[config.mk]
export PLATFORM = sky130hd
export DESIGN_NAME = ibex_multdiv_sequencer
export DESIGN_NICKNAME = d
export VERILOG_FILES = /design/src/rtl/ibex_multdiv_sequencer_pkg.sv /design/src/rtl/ibex_multdiv_decode.sv /design/src/rtl/ibex_multdiv_sequencer.sv
export SDC_FILE = /design/constraint.sdc
export NUM_CORES = 1
export LEC_CHECK = 0
export CORE_MARGIN = 2
export CORE_UTILIZATION = 25
export CTS_BUF_LIST = sky130_fd_sc_hd__clkbuf_4
export DETAILED_ROUTE_END_ITERATION = 7
export REMOVE_ABC_BUFFERS = 1
export SYNTH_ARGS = -nofsm -noshare
export SYNTH_HDL_FRONTEND = slang
export SYNTH_HIERARCHICAL = 1
export SYNTH_SLANG_ARGS = --single-unit
[constraint.sdc]
create_clock -name clk -period 2.5 [get_ports clk]
set_input_delay 0.625 -clock clk [delete_from_list [all_inputs] [get_ports clk]]
set_output_delay 0.625 -clock clk [all_outputs]
set_load 0.02 [all_outputs]
[src/rtl/ibex_multdiv_sequencer_pkg.sv]
// Shared definitions for the multiply/divide front-end sequencer:
// unit operator codes, sequencer states and RV32M funct3 encodings.
package ibex_multdiv_sequencer_pkg;

  typedef enum logic [1:0] {
    MD_OP_MULL = 2'd0,
    MD_OP_MULH = 2'd1,
    MD_OP_DIV  = 2'd2,
    MD_OP_REM  = 2'd3
  } md_op_e;

  typedef enum logic [1:0] {
    S_IDLE  = 2'd0,
    S_BUSY  = 2'd1,
    S_DRAIN = 2'd2,
    S_RESP  = 2'd3
  } seq_state_e;

  localparam logic [2:0] F3_MUL    = 3'b000;
  localparam logic [2:0] F3_MULH   = 3'b001;
  localparam logic [2:0] F3_MULHSU = 3'b010;
  localparam logic [2:0] F3_MULHU  = 3'b011;
  localparam logic [2:0] F3_DIV    = 3'b100;
  localparam logic [2:0] F3_DIVU   = 3'b101;
  localparam logic [2:0] F3_REM    = 3'b110;
  localparam logic [2:0] F3_REMU   = 3'b111;

endpackage

[src/rtl/ibex_multdiv_decode.sv]
// Combinational RV32M funct3 decoder: unit operator, operand signedness
// (bit 0 = a signed, bit 1 = b signed) and multiply/divide selection.
module ibex_multdiv_decode
  import ibex_multdiv_sequencer_pkg::*;
(
  input  logic [2:0] i_funct3,
  output logic [1:0] o_operator,
  output logic [1:0] o_signed_mode,
  output logic       o_is_div
);

  always_comb begin
    o_operator    = MD_OP_MULL;
    o_signed_mode = 2'b00;
    case (i_funct3)
      F3_MUL:    begin o_operator = MD_OP_MULL; o_signed_mode = 2'b00; end
      F3_MULH:   begin o_operator = MD_OP_MULH; o_signed_mode = 2'b11; end
      F3_MULHSU: begin o_operator = MD_OP_MULH; o_signed_mode = 2'b01; end
      F3_MULHU:  begin o_operator = MD_OP_MULH; o_signed_mode = 2'b00; end
      F3_DIV:    begin o_operator = MD_OP_DIV;  o_signed_mode = 2'b11; end
      F3_DIVU:   begin o_operator = MD_OP_DIV;  o_signed_mode = 2'b00; end
      F3_REM:    begin o_operator = MD_OP_REM;  o_signed_mode = 2'b11; end
      F3_REMU:   begin o_operator = MD_OP_REM;  o_signed_mode = 2'b00; end
      default:   begin o_operator = MD_OP_MULL; o_signed_mode = 2'b00; end
    endcase
  end

  assign o_is_div = o_operator[1];

endmodule

[src/rtl/ibex_multdiv_sequencer.sv]
// Front-end sequencer for the fast mult/div unit: accepts a request, holds
// operands/controls, enables the unit until done and returns a tagged result.
//
// state | meaning
// IDLE  | ready for a request
// BUSY  | unit enabled, waiting for md_ready_i (watchdog running)
// DRAIN | killed op still enabled until the unit returns to idle
// RESP  | response held until rsp_ready_i
module ibex_multdiv_sequencer
  import ibex_multdiv_sequencer_pkg::*;
#(
  parameter int TAG_W   = 4,
  parameter int TIMEOUT = 64
) (
  input  logic             clk,
  input  logic             rst_n,
  input  logic             req_valid_i,
  output logic             req_ready_o,
  input  logic [2:0]       req_funct3_i,
  input  logic [31:0]      req_op_a_i,
  input  logic [31:0]      req_op_b_i,
  input  logic [TAG_W-1:0] req_tag_i,
  input  logic             kill_i,
  output logic             rsp_valid_o,
  input  logic             rsp_ready_i,
  output logic [31:0]      rsp_result_o,
  output logic [TAG_W-1:0] rsp_tag_o,
  output logic             rsp_err_o,
  output logic             md_mult_en_o,
  output logic             md_div_en_o,
  output logic [1:0]       md_operator_o,
  output logic [1:0]       md_signed_mode_o,
  output logic [31:0]      md_op_a_o,
  output logic [31:0]      md_op_b_o,
  output logic             md_equal_to_zero_o,
  input  logic             md_ready_i,
  input  logic [31:0]      md_result_i
);

  localparam int               CNT_W    = $clog2(TIMEOUT);
  localparam logic [CNT_W-1:0] CNT_LOAD = CNT_W'(TIMEOUT - 1);

  seq_state_e        r_state, w_state_nxt;
  logic [31:0]       r_op_a, r_op_b, r_result;
  logic [TAG_W-1:0]  r_tag;
  logic [1:0]        r_operator, r_signed_mode;
  logic              r_is_div, r_eq_zero, r_err;
  logic [CNT_W-1:0]  r_cnt;
  logic [1:0]        w_operator, w_signed_mode;
  logic              w_is_div, w_accept, w_en, w_capture, w_tmo, w_cnt_tc;

  ibex_multdiv_decode u_decode (
    .i_funct3      (req_funct3_i),
    .o_operator    (w_operator),
    .o_signed_mode (w_signed_mode),
    .o_is_div      (w_is_div)
  );

  assign w_cnt_tc = (r_cnt == '0);
  assign w_accept = req_valid_i & req_ready_o;

  always_ff @(posedge clk or negedge rst_n) begin
    if (!rst_n) r_state <= S_IDLE;
    else        r_state <= w_state_nxt;
  end

  always_comb begin
    w_state_nxt = r_state;
    req_ready_o = 1'b0;
    rsp_valid_o = 1'b0;
    w_en        = 1'b0;
    w_capture   = 1'b0;
    w_tmo       = 1'b0;
    case (r_state)
      S_IDLE: begin
        req_ready_o = ~kill_i;
        if (req_valid_i && !kill_i) w_state_nxt = S_BUSY;
      end
      S_BUSY: begin
        w_en = 1'b1;
        // A kill landing on the done cycle needs no drain: the unit is already idle.
        if (md_ready_i) begin
          if (kill_i) w_state_nxt = S_IDLE;
          else begin
            w_capture   = 1'b1;
            w_state_nxt = S_RESP;
          end
        end else if (kill_i) begin
          w_state_nxt = S_DRAIN;
        end else if (w_cnt_tc) begin
          w_tmo       = 1'b1;
          w_state_nxt = S_RESP;
        end
      end
      S_DRAIN: begin
        w_en = 1'b1;
        if (md_ready_i || w_cnt_tc) w_state_nxt = S_IDLE;
      end
      S_RESP: begin
        rsp_valid_o = 1'b1;
        req_ready_o = rsp_ready_i & ~kill_i;
        if (kill_i)           w_state_nxt = S_IDLE;
        else if (rsp_ready_i) w_state_nxt = req_valid_i ? S_BUSY : S_IDLE;
      end
      default: w_state_nxt = S_IDLE;
    endcase
  end

  always_ff @(posedge clk or negedge rst_n) begin
    if (!rst_n) begin
      r_op_a        <= '0;
      r_op_b        <= '0;
      r_tag         <= '0;
      r_operator    <= '0;
      r_signed_mode <= '0;
      r_is_div      <= 1'b0;
      r_eq_zero     <= 1'b0;
      r_result      <= '0;
      r_err         <= 1'b0;
      r_cnt         <= '0;
    end else begin
      if (w_accept) begin
        r_op_a        <= req_op_a_i;
        r_op_b        <= req_op_b_i;
        r_tag         <= req_tag_i;
        r_operator    <= w_operator;
        r_signed_mode <= w_signed_mode;
        r_is_div      <= w_is_div;
        r_eq_zero     <= (req_op_b_i == 32'd0);
        r_cnt         <= CNT_LOAD;
      end else if (w_en && !w_cnt_tc) begin
        r_cnt <= r_cnt - 1'b1;
      end
      if (w_capture) begin
        r_result <= md_result_i;
        r_err    <= 1'b0;
      end else if (w_tmo) begin
        r_result <= '0;
        r_err    <= 1'b1;
      end
    end
  end

  assign md_mult_en_o       = w_en & ~r_is_div;
  assign md_div_en_o        = w_en & r_is_div;
  assign md_operator_o      = r_operator;
  assign md_signed_mode_o   = r_signed_mode;
  assign md_op_a_o          = r_op_a;
  assign md_op_b_o          = r_op_b;
  assign md_equal_to_zero_o = r_eq_zero;
  assign rsp_result_o       = r_result;
  assign rsp_tag_o          = r_tag;
  assign rsp_err_o          = r_err;

endmodule

==> results.ini <==
[detailed_routing]
drc = 0
dr.pass1.iters = 4
viasPerCell = 4.309
vias = 3404
ant_nets = 0
finalWirelength_um = 12400
wl_per_cell_um = 15.69
dr.first_iter.drc_count = 156

[sta]
holdWs_ns = 0.08386
maxSlewHeadroom_pct = 54.54
period_needed_ns = 2.353
fmax_ghz = 0.4250
finalCritPeriodShare_pct = 94.13
hold_violations = 0
worstMarginPinSlew_ns = 0.6818
finalSetupViolations = 0
rsz0062_at_grt = true
finalMaxSlewViolations = 0
fin_skew_ns = 0.02109

[logic_synthesis]
synth.area.top_cells = dfrtp_1, mux2_2, a22o_1, ha_1, mux2_4
synth-async-reset-ratio_pct = 100.0
ys_ff_latch = 115
synth_ff_type = dfrtp_1
yosys-top-cells-count = dfrtp_1, mux2_2, a22o_1, buf_2, nor4_1
yosys_warnings = 6
synthDistinctLibCells = 31
yosysTopAreaCellShare_pct = 62.67
synth_top_area_cell = dfrtp_1
synth_area_per_cell_um2 = 14.67
synthCells = 313
netlist_area_um2 = 4592
synth_most_common_cell = dfrtp_1
synth-edff-count = 0
synth_seq_area_share_pct = 62.67

[critical_path]
endpoint_kind = primary output
crit_type = flip-flop to primary output
crit_path_start = r_state[1]$_DFFE_PN0P_
r2r-start = r_state[0]$_DFFE_PN0P_
worstPathMaxFanout = 6
worstPathArrival_ns = 1.73
start_kind = flip-flop
crit_required_ns = 1.88

[power_and_ir_drop]
p_comb_share_pct = 50.1
power_density_nw_per_um2 = 1293
leakagePower_uw = 0.003168
p_int_uw = 6173
clockPowerShare_pct = 16.0
power.switching_uw = 3453
power_switching_share_pct = 35.88
p_seq_share_pct = 33.9
peakVddDrop_v = 0.0005771

[cts]
htreeDepth = 4
cts_root_buffer = clkbuf_4
cts_buffer_depth = 2
cts_tree = done
clkTransAtPathRegs_ns = 0.12
clock-sinks = 115
insertion_delay_ns = 0.50
cts_buffers = 17

[run_status]
outcome = completed

[finish]
layout.cells.non_filler = 790
final_nets = 664
areaGrowthSynthToFinish_pct = 62.18
fillers = 1658
drive_above_1_share_pct = 22.68

[floorplanning]
die_area_um2 = 19470
fp.dieW_um = 139.5
ioPinCount = 219
die_h_um = 139.5
start_util_pct = 25.56
core_um2 = 17960
rows = 49

[grt]
grt_pass1_vias = 3789
antenna_found_initial = 1
grt_usage_pct = 13.04
grt_overflow_total = 0
grt_first_pass_wirelength_um = 20020
grt_max_degree = 61

[placement]
dp_hpwl_um = 9165
port_buffers = 218
dpl.cell_count = 754
gp_congestion = 0.7433

[worst_hold_path]
hp-class = input pin to async pin

[run]
cap_violations = 0

[power groups by stage]
| stage | clock network (µW) | logic [µW] | registers (µW) |
|---|---|---|---|
| global route | 1700 | 5100 | 3380 |
| detailed placement | 0 | 4820 | 3290 |
| CTS | 1630 | 4840 | 3270 |
| global placement | 0 | 4760 | 3260 |
| finish | 1540 | 4820 | 3260 |
| floorplan | 0 | 1380 | 4280 |
[layer usage]
| metal | up-vias | wire length [µm] | share of wire, % | track usage (%) |
|---|---|---|---|---|
| li1 | 1603 | - | - | - |
| met1 | 1672 | 4849 | 39 | 14.54 |
| met2 | 108 | 6565 | 53 | 23.07 |
| met3 | 21 | 641 | 5.2 | 4.026 |
| met4 | 0 | 341 | 2.8 | 5.423 |
| met5 | - | 0 | 0 | 0 |
[worst max-delay path, cell delays in order (launching register included)]
cell and delay (ns):
dfrtp_1 0.38, inv_1 0.10, ha_4 0.29, buf_4 0.14
nor2b_1 0.16, buf_4 0.16
[layout by cell type, fill, tap and decap left out, drive strengths merged, types with 5 or more instances in the layout]
master / netlist / layout
a21oi: 6 / 6
a22o: 32 / 32
buf: 15 / 19
clkbuf: 3 / 19
clkdlybuf4s50: 0 / 213
clkinv: 0 / 5
dfrtp: 115 / 115
ha: 8 / 8
inv: 8 / 10
mux2: 74 / 74
mux2i: 5 / 5
nand2: 7 / 7
nor2: 7 / 7
nor4: 9 / 9
[metrics by stage]
| step | setup TNS (ns) | setup WS [ns] | utilization, % | area [µm²] | power (µW) |
|---|---|---|---|---|---|
| 2_1_floorplan | -53.92 | -0.7100 | - | 4489 | 5660 |
| 3_3_place_gp | -0.5683 | -0.1871 | 39.47 | 7091 | 8019 |
| 3_5_place_dp | -0.6776 | -0.1613 | 39.47 | 7091 | 8117 |
| 4_1_cts | 0 | 0.01935 | 41.28 | 7415 | 9732 |
| 5_1_grt | -0.003648 | -0.003648 | 41.46 | 7447 | 10190 |
| 6_report | 0 | 0.1469 | 41.46 | 7447 | 9626 |
[cell families (layout without fill, tap and decap cells)]
kind of cell | Yosys count | count (layout) | synth area share (%)
flops | 115 | 115 | 62.67
mux | 79 | 79 | 19.65
compound gates | 44 | 44 | 7.684
simple gates | 39 | 39 | 4.551
buf+inv | 26 | 273 | 2.888
fa+ha+maj | 8 | 8 | 2.180
xor+xnor | 2 | 2 | 0.3815
other cells | 0 | 1 | 0
[layout make-up]
type	instances	area, µm²	share of cell area (%)
Clock inverter	13	181.4	2.436
Sequential cell	115	2878	38.64
Clock buffer	19	142.6	1.915
Tap cell	229	286.5	3.847
Inverter	8	30.03	0.4032
Multi-Input combinational cell	172	1610	21.62
Antenna cell	1	2.502	0.03360
Timing Repair Buffer	233	2316	31.10
[registers in the layout, indices dropped and copies added (netlist names)]
signal / flops
md_op_a_o: 32
md_op_b_o: 32
rsp_result_o: 32
r_cnt: 6
rsp_tag_o: 4
md_operator_o: 2
md_signed_mode_o: 2
r_state: 2
md_equal_to_zero_o: 1
r_is_div: 1
rsp_err_o: 1
[worst paths after layout]
| path | to | slack [ns] | cells past startpoint |
|---|---|---|---|
| worst min-delay path | rsp_result_o[28]$_DFFE_PN0P_ | 0.08 | 2 |
| worst max register to register | md_op_b_o[17]$_DFFE_PN0P_ | 0.31 | 6 |
| max in group asynchronous | md_op_a_o[4]$_DFFE_PN0P_ | 1.76 | 2 |
| min in group clk | md_equal_to_zero_o$_DFFE_PN0P_ | 0.50 | 2 |
| worst max-delay path | md_mult_en_o | 0.15 | 5 |
| worst min register to register | md_equal_to_zero_o$_DFFE_PN0P_ | 0.50 | 2 |
[what timing repair did]
item / CTS / global route
setup endpoints to repair: 3 / 3
setup buffers: 1 / 2
endpoints found under the hold margin: 0 / 0
gates resized for setup: 16 / 2
pin swaps: 0 / 0
hold buffers: 0 / 0
(Power assumes the default switching activity.)
